===== src/rtl/scoreboard_hazard_unit_pkg.sv =====
// Shared types for the scoreboard hazard unit:
// latency classes, operating modes, control word.
package scoreboard_hazard_unit_pkg;

  typedef enum logic [1:0] {
    LC_ALU  = 2'd0,
    LC_LOAD = 2'd1,
    LC_MUL  = 2'd2,
    LC_RSVD = 2'd3
  } lat_class_e;

  typedef enum logic [1:0] {
    M_RESET,
    M_FREEZE,
    M_STALL,
    M_NORMAL
  } hz_mode_e;

  localparam int CTRL_W = 5;

  typedef struct packed {
    logic pc_write;
    logic ifid_write;
    logic ifid_flush;
    logic idex_bubble;
    logic freeze;
  } hz_ctrl_t;

  // Reserved class falls back to single-cycle ALU timing.
  function automatic int lat_of(
    input lat_class_e c,
    input int         load_lat,
    input int         mul_lat
  );
    int lat;
    lat = 0;
    unique case (c)
      LC_LOAD: lat = load_lat;
      LC_MUL:  lat = mul_lat;
      default: lat = 0;
    endcase
    return lat;
  endfunction

endpackage


===== src/rtl/scoreboard_hazard_unit_if.sv =====
// ID-side request and pipeline control bundle
// between the decode stage and the hazard unit.
interface scoreboard_hazard_unit_if
  import scoreboard_hazard_unit_pkg::*;
#(
  parameter int REG_ADDR_W  = 5,
  parameter int STALL_CNT_W = 16
);

  logic [REG_ADDR_W-1:0]  id_rs_i;
  logic [REG_ADDR_W-1:0]  id_rt_i;
  logic                   id_uses_rt_i;
  logic [REG_ADDR_W-1:0]  id_rd_i;
  logic                   id_wr_i;
  lat_class_e             id_class_i;
  logic                   id_branch_i;
  logic                   id_taken_i;
  logic                   id_jump_i;
  logic                   dmem_busy_i;
  logic                   pc_write_o;
  logic                   ifid_write_o;
  logic                   ifid_flush_o;
  logic                   idex_bubble_o;
  logic                   freeze_o;
  logic [STALL_CNT_W-1:0] stall_cnt_o;

  modport master (
    output id_rs_i, id_rt_i, id_uses_rt_i,
    output id_rd_i, id_wr_i, id_class_i,
    output id_branch_i, id_taken_i,
    output id_jump_i, dmem_busy_i,
    input  pc_write_o, ifid_write_o,
    input  ifid_flush_o, idex_bubble_o,
    input  freeze_o, stall_cnt_o
  );

  modport slave (
    input  id_rs_i, id_rt_i, id_uses_rt_i,
    input  id_rd_i, id_wr_i, id_class_i,
    input  id_branch_i, id_taken_i,
    input  id_jump_i, dmem_busy_i,
    output pc_write_o, ifid_write_o,
    output ifid_flush_o, idex_bubble_o,
    output freeze_o, stall_cnt_o
  );

endinterface


===== src/rtl/scoreboard_hazard_unit_sb_entry.sv =====
// One scoreboard slot: remaining cycles until a
// pending write to its register is visible to ID.
module sb_entry #(
  parameter int CNT_W = 2
) (
  input  logic             clk_i,
  input  logic             rst_i,
  input  logic             hold_i,
  input  logic             load_i,
  input  logic [CNT_W-1:0] load_val_i,
  output logic [CNT_W-1:0] cnt_o
);

  logic [CNT_W-1:0] cnt_q;
  logic [CNT_W-1:0] cnt_d;

  // Load on issue beats the per-cycle decrement.
  always_comb begin
    cnt_d = cnt_q;
    if (hold_i) begin
      cnt_d = cnt_q;
    end else if (load_i) begin
      cnt_d = load_val_i;
    end else if (cnt_q != '0) begin
      cnt_d = cnt_q - CNT_W'(1);
    end
  end

  // Countdown register, cleared by sync reset.
  always_ff @(posedge clk_i) begin
    if (rst_i) cnt_q <= '0;
    else       cnt_q <= cnt_d;
  end

  assign cnt_o = cnt_q;

endmodule


===== src/rtl/scoreboard_hazard_unit.sv =====
// Scoreboard-based hazard unit beside ID: load/mul
// use stalls, WAW guard, branch stalls, dmem freeze.
module scoreboard_hazard_unit
  import scoreboard_hazard_unit_pkg::*;
#(
  parameter int REG_ADDR_W  = 5,
  parameter int NUM_REGS    = 2**REG_ADDR_W,
  parameter int LOAD_LAT    = 1,
  parameter int MUL_LAT     = 3,
  parameter int CNT_W       = 2,
  parameter int STALL_CNT_W = 16
) (
  input logic clk_i,
  input logic rst_i,
  scoreboard_hazard_unit_if.slave hz
);

  logic [CNT_W-1:0]       cnt [NUM_REGS];
  logic                   busy_rs;
  logic                   busy_rt;
  logic                   busy_rd;
  logic                   data_stall;
  logic                   br_stall;
  logic                   issue;
  logic [CNT_W-1:0]       lat_val;
  hz_mode_e               mode;
  hz_ctrl_t               ctrl;
  logic [STALL_CNT_W-1:0] stall_inc;

  logic [REG_ADDR_W-1:0]  ex_rd_q;
  logic [REG_ADDR_W-1:0]  ex_rd_d;
  logic                   ex_vld_q;
  logic                   ex_vld_d;
  logic [STALL_CNT_W-1:0] stall_cnt_q;
  logic [STALL_CNT_W-1:0] stall_cnt_d;

  // Register 0 is hardwired and never pending.
  assign cnt[0] = '0;

  for (genvar r = 1; r < NUM_REGS; r++) begin : g_sb
    sb_entry #(
      .CNT_W(CNT_W)
    ) u_entry (
      .clk_i      (clk_i),
      .rst_i      (rst_i),
      .hold_i     (mode == M_FREEZE),
      .load_i     (issue &&
                   (hz.id_rd_i == REG_ADDR_W'(r))),
      .load_val_i (lat_val),
      .cnt_o      (cnt[r])
    );
  end

  // Hazard terms and mode selection, rst > freeze > stall.
  always_comb begin
    busy_rs = (hz.id_rs_i != '0) &&
              (cnt[hz.id_rs_i] != '0);
    busy_rt = (hz.id_rt_i != '0) &&
              (cnt[hz.id_rt_i] != '0);
    busy_rd = (hz.id_rd_i != '0) &&
              (cnt[hz.id_rd_i] != '0);
    data_stall = busy_rs ||
                 (hz.id_uses_rt_i && busy_rt) ||
                 (hz.id_wr_i && busy_rd);
    br_stall = hz.id_branch_i && ex_vld_q &&
               (ex_rd_q != '0) &&
               ((hz.id_rs_i == ex_rd_q) ||
                (hz.id_rt_i == ex_rd_q));
    if (rst_i)                       mode = M_RESET;
    else if (hz.dmem_busy_i)         mode = M_FREEZE;
    else if (data_stall || br_stall) mode = M_STALL;
    else                             mode = M_NORMAL;
    issue = (mode == M_NORMAL) && hz.id_wr_i &&
            (hz.id_rd_i != '0);
    lat_val = CNT_W'(lat_of(hz.id_class_i,
                            LOAD_LAT, MUL_LAT));
    stall_inc = (&stall_cnt_q) ? stall_cnt_q :
                stall_cnt_q + STALL_CNT_W'(1);
  end

  // Control word and next EX-dest / perf state per mode.
  always_comb begin
    ctrl        = '0;
    ex_rd_d     = ex_rd_q;
    ex_vld_d    = ex_vld_q;
    stall_cnt_d = stall_cnt_q;
    unique case (mode)
      M_RESET: begin
        ex_rd_d     = '0;
        ex_vld_d    = 1'b0;
        stall_cnt_d = '0;
      end
      M_FREEZE: begin
        ctrl.freeze = 1'b1;
        stall_cnt_d = stall_inc;
      end
      M_STALL: begin
        ctrl.idex_bubble = 1'b1;
        ex_vld_d         = 1'b0;
        stall_cnt_d      = stall_inc;
      end
      M_NORMAL: begin
        ctrl.pc_write   = 1'b1;
        ctrl.ifid_write = 1'b1;
        ctrl.ifid_flush = hz.id_jump_i ||
                          (hz.id_branch_i &&
                           hz.id_taken_i);
        ex_rd_d         = hz.id_rd_i;
        ex_vld_d        = issue;
      end
    endcase
  end

  // EX destination tracker and stall counter.
  always_ff @(posedge clk_i) begin
    if (rst_i) begin
      ex_rd_q     <= '0;
      ex_vld_q    <= 1'b0;
      stall_cnt_q <= '0;
    end else begin
      ex_rd_q     <= ex_rd_d;
      ex_vld_q    <= ex_vld_d;
      stall_cnt_q <= stall_cnt_d;
    end
  end

  assign hz.pc_write_o    = ctrl.pc_write;
  assign hz.ifid_write_o  = ctrl.ifid_write;
  assign hz.ifid_flush_o  = ctrl.ifid_flush;
  assign hz.idex_bubble_o = ctrl.idex_bubble;
  assign hz.freeze_o      = ctrl.freeze;
  assign hz.stall_cnt_o   = rst_i ? '0 : stall_cnt_q;

endmodule


===== src/flat_wrapper.sv =====
// flat-port wrapper written by rule: the top's interface ports become plain ports
module scoreboard_hazard_unit_flat import scoreboard_hazard_unit_pkg::*;
#(
  parameter int REG_ADDR_W  = 5,
  parameter int NUM_REGS    = 2**REG_ADDR_W,
  parameter int LOAD_LAT    = 1,
  parameter int MUL_LAT     = 3,
  parameter int CNT_W       = 2,
  parameter int STALL_CNT_W = 16
)
  (clk_i, rst_i, hz_id_rs_i, hz_id_rt_i, hz_id_uses_rt_i, hz_id_rd_i, hz_id_wr_i, hz_id_class_i, hz_id_branch_i, hz_id_taken_i, hz_id_jump_i, hz_dmem_busy_i, hz_pc_write_o, hz_ifid_write_o, hz_ifid_flush_o, hz_idex_bubble_o, hz_freeze_o, hz_stall_cnt_o);
  scoreboard_hazard_unit_if #(.REG_ADDR_W(REG_ADDR_W), .STALL_CNT_W(STALL_CNT_W)) hz_i ();
  input logic clk_i;
  input logic rst_i;
  input wire logic [$bits(hz_i.id_rs_i)-1:0] hz_id_rs_i;
  input wire logic [$bits(hz_i.id_rt_i)-1:0] hz_id_rt_i;
  input wire logic [$bits(hz_i.id_uses_rt_i)-1:0] hz_id_uses_rt_i;
  input wire logic [$bits(hz_i.id_rd_i)-1:0] hz_id_rd_i;
  input wire logic [$bits(hz_i.id_wr_i)-1:0] hz_id_wr_i;
  input wire logic [$bits(hz_i.id_class_i)-1:0] hz_id_class_i;
  input wire logic [$bits(hz_i.id_branch_i)-1:0] hz_id_branch_i;
  input wire logic [$bits(hz_i.id_taken_i)-1:0] hz_id_taken_i;
  input wire logic [$bits(hz_i.id_jump_i)-1:0] hz_id_jump_i;
  input wire logic [$bits(hz_i.dmem_busy_i)-1:0] hz_dmem_busy_i;
  output wire logic [$bits(hz_i.pc_write_o)-1:0] hz_pc_write_o;
  output wire logic [$bits(hz_i.ifid_write_o)-1:0] hz_ifid_write_o;
  output wire logic [$bits(hz_i.ifid_flush_o)-1:0] hz_ifid_flush_o;
  output wire logic [$bits(hz_i.idex_bubble_o)-1:0] hz_idex_bubble_o;
  output wire logic [$bits(hz_i.freeze_o)-1:0] hz_freeze_o;
  output wire logic [$bits(hz_i.stall_cnt_o)-1:0] hz_stall_cnt_o;
  assign hz_i.id_rs_i = hz_id_rs_i;
  assign hz_i.id_rt_i = hz_id_rt_i;
  assign hz_i.id_uses_rt_i = hz_id_uses_rt_i;
  assign hz_i.id_rd_i = hz_id_rd_i;
  assign hz_i.id_wr_i = hz_id_wr_i;
  assign hz_i.id_class_i = hz_id_class_i;
  assign hz_i.id_branch_i = hz_id_branch_i;
  assign hz_i.id_taken_i = hz_id_taken_i;
  assign hz_i.id_jump_i = hz_id_jump_i;
  assign hz_i.dmem_busy_i = hz_dmem_busy_i;
  assign hz_pc_write_o = hz_i.pc_write_o;
  assign hz_ifid_write_o = hz_i.ifid_write_o;
  assign hz_ifid_flush_o = hz_i.ifid_flush_o;
  assign hz_idex_bubble_o = hz_i.idex_bubble_o;
  assign hz_freeze_o = hz_i.freeze_o;
  assign hz_stall_cnt_o = hz_i.stall_cnt_o;
  scoreboard_hazard_unit #(.REG_ADDR_W(REG_ADDR_W), .NUM_REGS(NUM_REGS), .LOAD_LAT(LOAD_LAT), .MUL_LAT(MUL_LAT), .CNT_W(CNT_W), .STALL_CNT_W(STALL_CNT_W)) u_core (.clk_i(clk_i), .rst_i(rst_i), .hz(hz_i));
endmodule

===== config.mk =====
export PLATFORM = sky130hd
export DESIGN_NAME = scoreboard_hazard_unit_flat
export DESIGN_NICKNAME = d
export VERILOG_FILES = /design/src/rtl/scoreboard_hazard_unit_pkg.sv /design/src/rtl/scoreboard_hazard_unit_if.sv /design/src/rtl/scoreboard_hazard_unit_sb_entry.sv /design/src/rtl/scoreboard_hazard_unit.sv /design/src/flat_wrapper.sv
export SDC_FILE = /design/constraint.sdc
export NUM_CORES = 1
export LEC_CHECK = 0
export ABC_AREA = 1
export CAP_MARGIN = 0
export CELL_PAD_IN_SITES_DETAIL_PLACEMENT = 0
export CELL_PAD_IN_SITES_GLOBAL_PLACEMENT = 1
export CORE_MARGIN = 2
export CORE_UTILIZATION = 38
export CTS_CLUSTER_DIAMETER = 30
export CTS_CLUSTER_SIZE = 30
export DETAILED_ROUTE_END_ITERATION = 10
export PLACE_DENSITY = 0.87
export SYNTH_ARGS = -nofsm -noshare
export SYNTH_HDL_FRONTEND = slang
export SYNTH_SLANG_ARGS = --single-unit
export TNS_END_PERCENT = 100

===== constraint.sdc =====
create_clock -name clk_i -period 2.6 [get_ports clk_i]
set_input_delay 0.26 -clock clk_i [delete_from_list [all_inputs] [get_ports clk_i]]
set_output_delay 0.26 -clock clk_i [all_outputs]
set_load 0.01 [all_outputs]

==> out/qor.yml, run 1 <==
status: "finished, violations left"
violations: "setup timing"
cp.required_ns: 2.90
internal-power_w: 0.00540
antenna_found_initial: 0
clk_pin_slew_worst_paths_ns: 0.07
io-pin-count: 46
synth_area_leader_cell: "dfxtp_1"
hpwl_um: 15000
hold_start: "hz_id_rd_i[0]"
viasPerCell: 5.19
finalHoldViolations: 0
ys_ff_latch: 84
io_buffers: 45
remaining_drc_errors: 0
fin_crit_sh: 1.11
timing.fmax_ghz: 0.348
yosysSeqAreaShare: 0.261
hold_path.class: "primary input to flop"
rr_endpoint: "u_core.stall_cnt_q[13]"
overflow: 0
power_frac_comb: 0.635
wl_um: 23400
drv_cap: 0
drt_iter0_markers: 547
clockRootBuffer: "clkbuf_16"
syn_area_sq_um: 6440
first_global_vias: 6996
power.density_nw_per_um2: 927
maxSlewHeadroom: 0.302
clk_path_buf_depth: 2
die_w_um: 134
netSwitchingFraction: 0.447
p_sw_w: 0.00436
layout_setup_ws_ns: -0.274
drive_gt1_frac: 0.397
worst-path-max-fanout: 6
fin_nets: 1376
clock_power_share: 0.149
insertion_delay_ns: 0.36
initial_core_util: 0.389
crit_type: "flop to flop"
rr_startpoint: "u_core.g_sb[11].u_entry.cnt_o[1]"
multi_input_area_sq_um: 5460
vias: 7989
synthTopCellsByCount: "nand2_1, nor2_1, inv_1"
rsz0062_at_grt: "true"
whs_ns: 0.393
syn_inst: 1094
leakagePower_nw: 4.69
ir_worst_vdd_mv: 0.460
synth_top_area_frac: 0.261
yosysMostFrequentCell: "nand2_1"
fin_cells: 1539
wl_per_cell_um: 15.2
numClockSinks: 84
die_h_um: 134
power_frac_seq: 0.216
drv_slew: 0
tns_ns: -5.59
tightest_slew_ns: 1.05
synth.distinct_cells: 34
die-area_sq_um: 18000
ys_warn_count: 0
skew_ns: 0.0101
r2r_slack_ns: -0.27
p_total_w: 0.00976
synthTopCellsByArea: "dfxtp_1, nand2_1, nor2_1"
cp-start-kind: "flop"
diodes: 0
synth-edff-count: 0
fillers: 1420
setup.worst_path.end: "u_core.stall_cnt_q[13]"
ant_nets: 0
grt_pass1_wl_um: 33600
cts.htree.levels: 3
dr.pass1.iters: 5
seqCellArea_sq_um: 1700
crit_path_end_kind: "flop"
dp_slack_ns: -0.872
ys.flop_type: "dfxtp_1"
core_sq_um: 16600
grt_max_degree: 58
std_cell_rows: 47
gp_congestion: 0.990
setup_viol: 69
place_inst: 1487
syn_nets: 1155
cts_buffers: 9
crit_start: "u_core.g_sb[11].u_entry.cnt_o[1]"
synth-async-reset-ratio: 0
cts_tree: "built"
syn_avg_cell_area_sq_um: 5.89
min_period_ns: 2.87
grt_usage: 0.233
r2r_cells: 25
syn2layout_area_growth_pct: 63.5
critPathArrivalTime_ns: 3.17
[stage by stage]
step / instance area, sq um / util
floorplan: 6440 / -
global placement: 8200 / 0.495
detailed placement: 8200 / 0.495
CTS: 8890 / 0.536
global route: 10500 / 0.635
finish: 10500 / 0.635
[layer usage]
metal,GRT usage,routed length [um],vias to the layer above
met5,0,0,-
met4,0.0901,776,0
met3,0.0355,1260,65
met2,0.376,11000,267
met1,0.312,10300,3702
li1,-,-,3955
[placed cells by master (no fill, tap or decap), types with 2 or more instances in the layout]
master / synthesis / routed
nor2_1: 198 / 175
nand2_1: 236 / 154
buf_4: 1 / 152
inv_1: 150 / 121
a21oi_1: 102 / 77
dfxtp_1: 84 / 72
nand2_4: 4 / 66
o21ai_2: 1 / 52
o21ai_1: 20 / 36
inv_2: 9 / 35
ha_1: 36 / 34
clkdlybuf4s50_1: 0 / 31
nand3_1: 34 / 29
o21ai_0: 95 / 27
a21oi_2: 1 / 25
nor3_2: 0 / 25
nand2_8: 0 / 24
buf_6: 7 / 24
nand2_2: 26 / 22
nor2_2: 4 / 20
nor3_1: 41 / 13
buf_12: 0 / 13
dfxtp_2: 0 / 12
clkbuf_16: 0 / 10
nor2_4: 1 / 8
nand4_1: 7 / 7
nand3_2: 2 / 7
dlygate4sd2_1: 0 / 6
xor2_1: 4 / 4
nor3_4: 1 / 4
clkbuf_2: 0 / 4
buf_8: 1 / 4
o211ai_1: 2 / 2
xnor2_1: 2 / 2
inv_6: 0 / 2
ha_4: 0 / 2
bufinv_16: 0 / 2
[worst max-delay path, stage by stage (launching register included)]
cell     delay (ns)
dfxtp_2        0.34
nor2_2         0.13
buf_6          0.13
nor2_2         0.03
nor2_1         0.12
nand3_1        0.09
nand3_1        0.08
nand2_1        0.05
nand2_1        0.05
nand2_1        0.05
nor2_2         0.11
nand3_2        0.10
nand2_4        0.09
buf_6          0.10
inv_4          0.03
ha_4           0.17
nor2_4         0.18
nand2_2        0.09
o21ai_2        0.09
inv_2          0.07
nand2_4        0.11
inv_6          0.07
buf_6          0.13
nor3_2         0.22
a21oi_1        0.08
nor2_1         0.10
[cells by family after synthesis]
| family | after synthesis | share of synthesized area |
|---|---|---|
| simple gates | 558 | 0.365 |
| flops | 84 | 0.261 |
| fa+ha+maj | 36 | 0.0699 |
| xor+xnor | 6 | 0.00816 |
| buf+inv | 187 | 0.120 |
| compound gates | 223 | 0.176 |
[registers in the layout, indices dropped and copies added, names as in the netlist]
register	count
u_core.g_sb.u_entry.cnt_o	62
u_core.stall_cnt_q	16
u_core.ex_rd_q	5
u_core.ex_vld_q	1
[power groups by stage]
stage / clock network, W / logic [W] / registers, W
floorplan: 0 / 0.00252 / 0.00201
global placement: 0 / 0.00422 / 0.00206
detailed placement: 0 / 0.00427 / 0.00207
CTS: 0.00147 / 0.00450 / 0.00205
global route: 0.00151 / 0.00679 / 0.00216
finish: 0.00145 / 0.00620 / 0.00211
[how the worst min path moves through the flow]
stage / end / cells after the start
after global routing: u_core.ex_rd_q[0] / 3
after detailed placement: u_core.stall_cnt_q[15] / 2
after floorplan: u_core.ex_rd_q[1] / 2
after global placement: u_core.stall_cnt_q[15] / 2
after CTS: u_core.ex_rd_q[0] / 3
final: u_core.ex_rd_q[0] / 3
[final cells by class]
cell class | count | share of cell area
clock buffers | 10 | 0.0227
well taps | 220 | 0.0261
inverters | 159 | 0.0581
multi-input cells | 823 | 0.518
flip-flops and latches | 84 | 0.161
clock inverters | 5 | 0.00808
repair buffers | 238 | 0.206
[repair_timing]
item	4_1_cts	5_1_grt
cloned	1	1
pin swaps	33	115
gates resized for setup	108	420
endpoints found under the setup margin	82	82
hold buffers	0	0
setup buffers	10	29
No activity file was read; power rests on OpenSTA's default activity.
==> run 2, diff against run 1 <==
--- a/config.mk
+++ b/config.mk
@@ -14,6 +14,7 @@
 export CTS_CLUSTER_DIAMETER = 30
 export CTS_CLUSTER_SIZE = 30
 export DETAILED_ROUTE_END_ITERATION = 10
+export MAX_ROUTING_LAYER = met4
 export PLACE_DENSITY = 0.87
 export SYNTH_ARGS = -nofsm -noshare
 export SYNTH_HDL_FRONTEND = slang
==> out/qor.yml, run 2 (synthesized netlist as in run 1, its figures left out) <==
drv_slew: 0
grt_pass1_wl_um: 35200
largest_reg_flops: 62
critical-path-top-delay-family: "simple AND/OR/NAND/NOR gates"
diodes: 0
cts.htree.levels: 3
insertion_delay_ns: 0.36
io-pin-count: 46
antenna_found_initial: 0
timing.fmax_ghz: 0.352
crit_path_end_kind: "flop"
clk_pin_slew_worst_paths_ns: 0.07
cts_buffers: 9
power_frac_seq: 0.218
gp_congestion: 0.955
critPathArrivalTime_ns: 3.09
ant_nets: 0
status: "finished, violations left"
layout_setup_ws_ns: -0.244
clockRootBuffer: "clkbuf_16"
syn2layout_area_growth_pct: 60.5
cp-start-kind: "flop"
hold_path.class: "primary input to flop"
internal-power_w: 0.00535
rsz0062_at_grt: "true"
violations: "setup timing"
crit_type: "flop to flop"
grt_usage: 0.251
clock_power_share: 0.148
drt_iter0_markers: 644
cpPeakStageDelay_ns: 0.32
hpwl_um: 15000
dr.pass1.iters: 5
die-area_sq_um: 18000
min_period_ns: 2.84
finalHoldViolations: 0
power_frac_comb: 0.635
clk_path_buf_depth: 2
viasPerCell: 5.23
die_h_um: 134
slowest_stage: "dfxtp_1"
initial_core_util: 0.389
die_w_um: 134
place_inst: 1479
remaining_drc_errors: 0
maxSlewHeadroom: 0.298
dp_slack_ns: -0.840
leakagePower_nw: 4.67
fin_util: 0.624
fin_nets: 1362
overflow: 0
cts_tree: "built"
cts_hold_buf: 0
std_cell_rows: 47
io_buffers: 45
core_sq_um: 16600
layout_commonest_cell: "nor2_1"
numClockSinks: 84
p_total_w: 0.00974
fin_cells: 1526
wl_um: 24100
drive_gt1_frac: 0.387
tightest_slew_ns: 1.05
critPathBufInv: 7
power.density_nw_per_um2: 942
setup_viol: 73
wl_per_cell_um: 15.8
final_cell_mix: "nor2_1, nand2_1, buf_4"
critPathMostFrequentCell: "nor2_1"
fin_crit_sh: 1.09
grt_max_degree: 58
vias: 7980
ir_worst_vdd_mv: 0.452
worst-path-max-fanout: 6
cp.required_ns: 2.85
skew_ns: 0.0125
first_global_vias: 7233
p_sw_w: 0.00439
netSwitchingFraction: 0.451
drv_cap: 0
==> run 2: power by group through the flow <==
stage | sequential [W] | clock [W] | combinational (W)
floorplan | 0.00201 | 0 | 0.00252
CTS | 0.00208 | 0.00145 | 0.00464
finish | 0.00212 | 0.00144 | 0.00618
global route | 0.00216 | 0.00150 | 0.00674
detailed placement | 0.00208 | 0 | 0.00426
global placement | 0.00208 | 0 | 0.00420
==> run 2: final cells by class <==
type | instances | area (sq um)
Fill cell | 1429 | 6240
Multi-Input combinational cell | 823 | 5400
Timing Repair Buffer | 224 | 2020
Sequential cell | 84 | 1700
Inverter | 159 | 619
Tap cell | 220 | 275
Clock buffer | 11 | 233
Clock inverter | 5 | 86.3
==> run 2: through the flow <==
stage | hold WS (ns) | TNS (ns) | instance area (sq um)
after floorplan | 0.403 | 0 | 6440
after global placement | 0.454 | -60.56 | 8160
after detailed placement | 0.466 | -61.30 | 8160
after CTS | 0.400 | -1.52 | 9070
after global routing | 0.401 | -22.27 | 10300
final | 0.405 | -8.63 | 10300
==> run 2: path summary, 6_finish.rpt <==
kind | start | cells after the start | to | slack, ns
worst max-delay path | u_core.g_sb[15].u_entry.cnt_o[0] | 25 | u_core.g_sb[8].u_entry.cnt_o[1] | -0.24
worst min-delay path | hz_id_rd_i[1] | 3 | u_core.ex_rd_q[1] | 0.40
worst max register to register | u_core.g_sb[15].u_entry.cnt_o[0] | 25 | u_core.g_sb[8].u_entry.cnt_o[1] | -0.24
worst min register to register | u_core.stall_cnt_q[14] | 2 | u_core.stall_cnt_q[14] | 0.48
==> run 2: worst reg2reg max path, stage by stage, from the launching register on <==
cell      delay, ns
dfxtp_1        0.32
nor2_1         0.14
buf_4          0.15
nor2_1         0.04
nor2_1         0.10
nand3_1        0.08
nand3_1        0.09
nand2_1        0.05
nand2_1        0.06
nand2_1        0.05
nor2_2         0.12
nand3_2        0.11
nand2_4        0.11
ha_4           0.16
nand2_4        0.06
inv_2          0.05
nand2_2        0.05
inv_2          0.07
nand2_2        0.07
clkinv_4       0.10
buf_12         0.11
buf_12         0.12
buf_6          0.13
a21oi_1        0.08
nor3_2         0.25
nor2_1         0.07
==> run 2: what timing repair did <==
action | 4_1_cts | 5_1_grt
setup buffers | 22 | 17
gates resized for setup | 169 | 376
gates cloned | 3 | 0
setup endpoints to repair | 87 | 87
pin swaps | 39 | 104
==> run 2: per-layer routing <==
| layer | track usage | vias to the layer above | part of all wire |
|---|---|---|---|
| met5 | - | - | 0 |
| met3 | 0.0404 | 72 | 0.061 |
| met2 | 0.411 | 275 | 0.48 |
| met4 | 0.0819 | 0 | 0.035 |
| li1 | - | 3928 | - |
| met1 | 0.317 | 3705 | 0.42 |
==> run 3, diff against run 2 <==
--- a/config.mk
+++ b/config.mk
@@ -9,6 +9,7 @@
 export CAP_MARGIN = 0
 export CELL_PAD_IN_SITES_DETAIL_PLACEMENT = 0
 export CELL_PAD_IN_SITES_GLOBAL_PLACEMENT = 1
+export CORE_ASPECT_RATIO = 1.75
 export CORE_MARGIN = 2
 export CORE_UTILIZATION = 38
 export CTS_CLUSTER_DIAMETER = 30
==> out/qor.yml, run 3 (synthesized netlist as in run 1, its figures left out) <==
syn2layout_area_growth_pct: 52.1
netSwitchingFraction: 0.440
wl_um: 24000
leakagePower_nw: 4.75
whs_ns: 0.413
power_frac_comb: 0.616
numClockSinks: 84
clock_power_share: 0.152
diodes: 0
final_area_sq_um: 9800
worst-path-max-fanout: 6
cts_tree: "built"
die_w_um: 102
power_frac_seq: 0.233
skew_ns: 0.0108
min_period_ns: 2.82
fin_util: 0.584
drv_slew: 0
viasPerCell: 5.14
seqCellArea_sq_um: 1690
ant_nets: 0
critPathArrivalTime_ns: 3.08
fillers: 1595
fin_nets: 1363
insertion_delay_ns: 0.36
final_cell_mix: "nor2_1, nand2_1, buf_4"
multi_input_area_sq_um: 4890
initial_core_util: 0.384
core_sq_um: 16800
cp-start-kind: "flop"
tightest_slew_ns: 0.767
grt_max_degree: 57
p_sw_w: 0.00392
layout_setup_ws_ns: -0.222
cts.htree.levels: 3
antenna_found_initial: 0
largest_reg_flops: 62
drt_iter0_markers: 452
hold_path.class: "primary input to flop"
critPathMostFrequentCell: "nand2_4"
fin_crit_sh: 1.09
p_total_w: 0.00891
dr.pass1.iters: 5
clockRootBuffer: "clkbuf_16"
slowest_stage: "dfxtp_1"
maxSlewHeadroom: 0.488
grt_usage: 0.273
hpwl_um: 16300
dp_slack_ns: -1.06
cts_buffers: 9
dpl_cell_area_sq_um: 8190
wl_per_cell_um: 15.7
setup_viol: 80
die-area_sq_um: 18100
grt_pass1_wl_um: 37100
die_h_um: 176
cts_hold_buf: 0
clk_path_buf_depth: 2
ir_worst_vdd_mv: 0.371
rsz0062_at_grt: "true"
crit_type: "flop to flop"
first_global_vias: 7642
cpPeakStageDelay_ns: 0.31
internal-power_w: 0.00499
timing.fmax_ghz: 0.354
gp_congestion: 1.01
remaining_drc_errors: 0
cp.required_ns: 2.86
overflow: 0
std_cell_rows: 63
layout_commonest_cell: "nor2_1"
crit_path_end_kind: "flop"
status: "finished, violations left"
finalHoldViolations: 0
io-pin-count: 46
io_buffers: 45
power.density_nw_per_um2: 908
clk_pin_slew_worst_paths_ns: 0.07
violations: "setup timing"
drive_gt1_frac: 0.334
vias: 7889
drv_cap: 0
## run 3: worst paths after layout
path	start	end	slack [ns]	cells past startpoint
setup / recovery	u_core.g_sb[9].u_entry.cnt_o[0]	u_core.g_sb[22].u_entry.cnt_o[0]	-0.22	25
hold / removal	hz_id_rd_i[4]	u_core.ex_rd_q[4]	0.41	3
setup reg to reg	u_core.g_sb[9].u_entry.cnt_o[0]	u_core.g_sb[22].u_entry.cnt_o[0]	-0.22	25
hold reg to reg	u_core.stall_cnt_q[15]	u_core.stall_cnt_q[15]	0.47	2
## run 3: cell type report
| type | count | area share |
|---|---|---|
| multi-input cells | 823 | 0.499 |
| repair buffers | 222 | 0.200 |
| flip-flops and latches | 84 | 0.173 |
| inverters | 159 | 0.0639 |
| well taps | 227 | 0.0290 |
| clock buffers | 13 | 0.0255 |
| repair inverters | 3 | 0.00536 |
| clock inverters | 3 | 0.00447 |
## run 3: metal layers
metal  GRT usage  part of all wire  vias up
met4       0.182             0.074        0
met1       0.265              0.35     3625
met2       0.490              0.53      244
li1            -                 -     3914
met5           -                 0        -
met3      0.0333             0.040      106
## run 3: timing repair
item	4_1_cts	5_1_grt
resized for setup	224	164
endpoints found under the setup margin	87	87
pin swaps	48	73
gates cloned	6	0
setup buffers	14	9
## run 3: stage by stage
step                      setup TNS (ns)  cells
after floorplan                        0   1094
after global placement            -69.45   1491
after detailed placement          -71.05   1491
after CTS                          -1.10   1526
after global routing              -22.18   1534
final                             -10.79   1534
## run 3: critical path: cells and delay by family (launching register included)
kind,cells,cell delay [ns]
and+or+nand+nor,17,1.50
buffers and inverters,5,0.48
DFF,1,0.31
AOI/OAI and AO/OA,2,0.23
adders and majority gates,1,0.17
## run 3: power by group through the flow
| stage | Clock [W] | Sequential, W | Combinational, W |
|---|---|---|---|
| 6_report | 0.00135 | 0.00207 | 0.00548 |
| 5_1_grt | 0.00142 | 0.00213 | 0.00607 |
| 4_1_cts | 0.00136 | 0.00205 | 0.00479 |
| 3_5_place_dp | 0 | 0.00205 | 0.00429 |
| 3_3_place_gp | 0 | 0.00204 | 0.00422 |
| 2_1_floorplan | 0 | 0.00201 | 0.00252 |
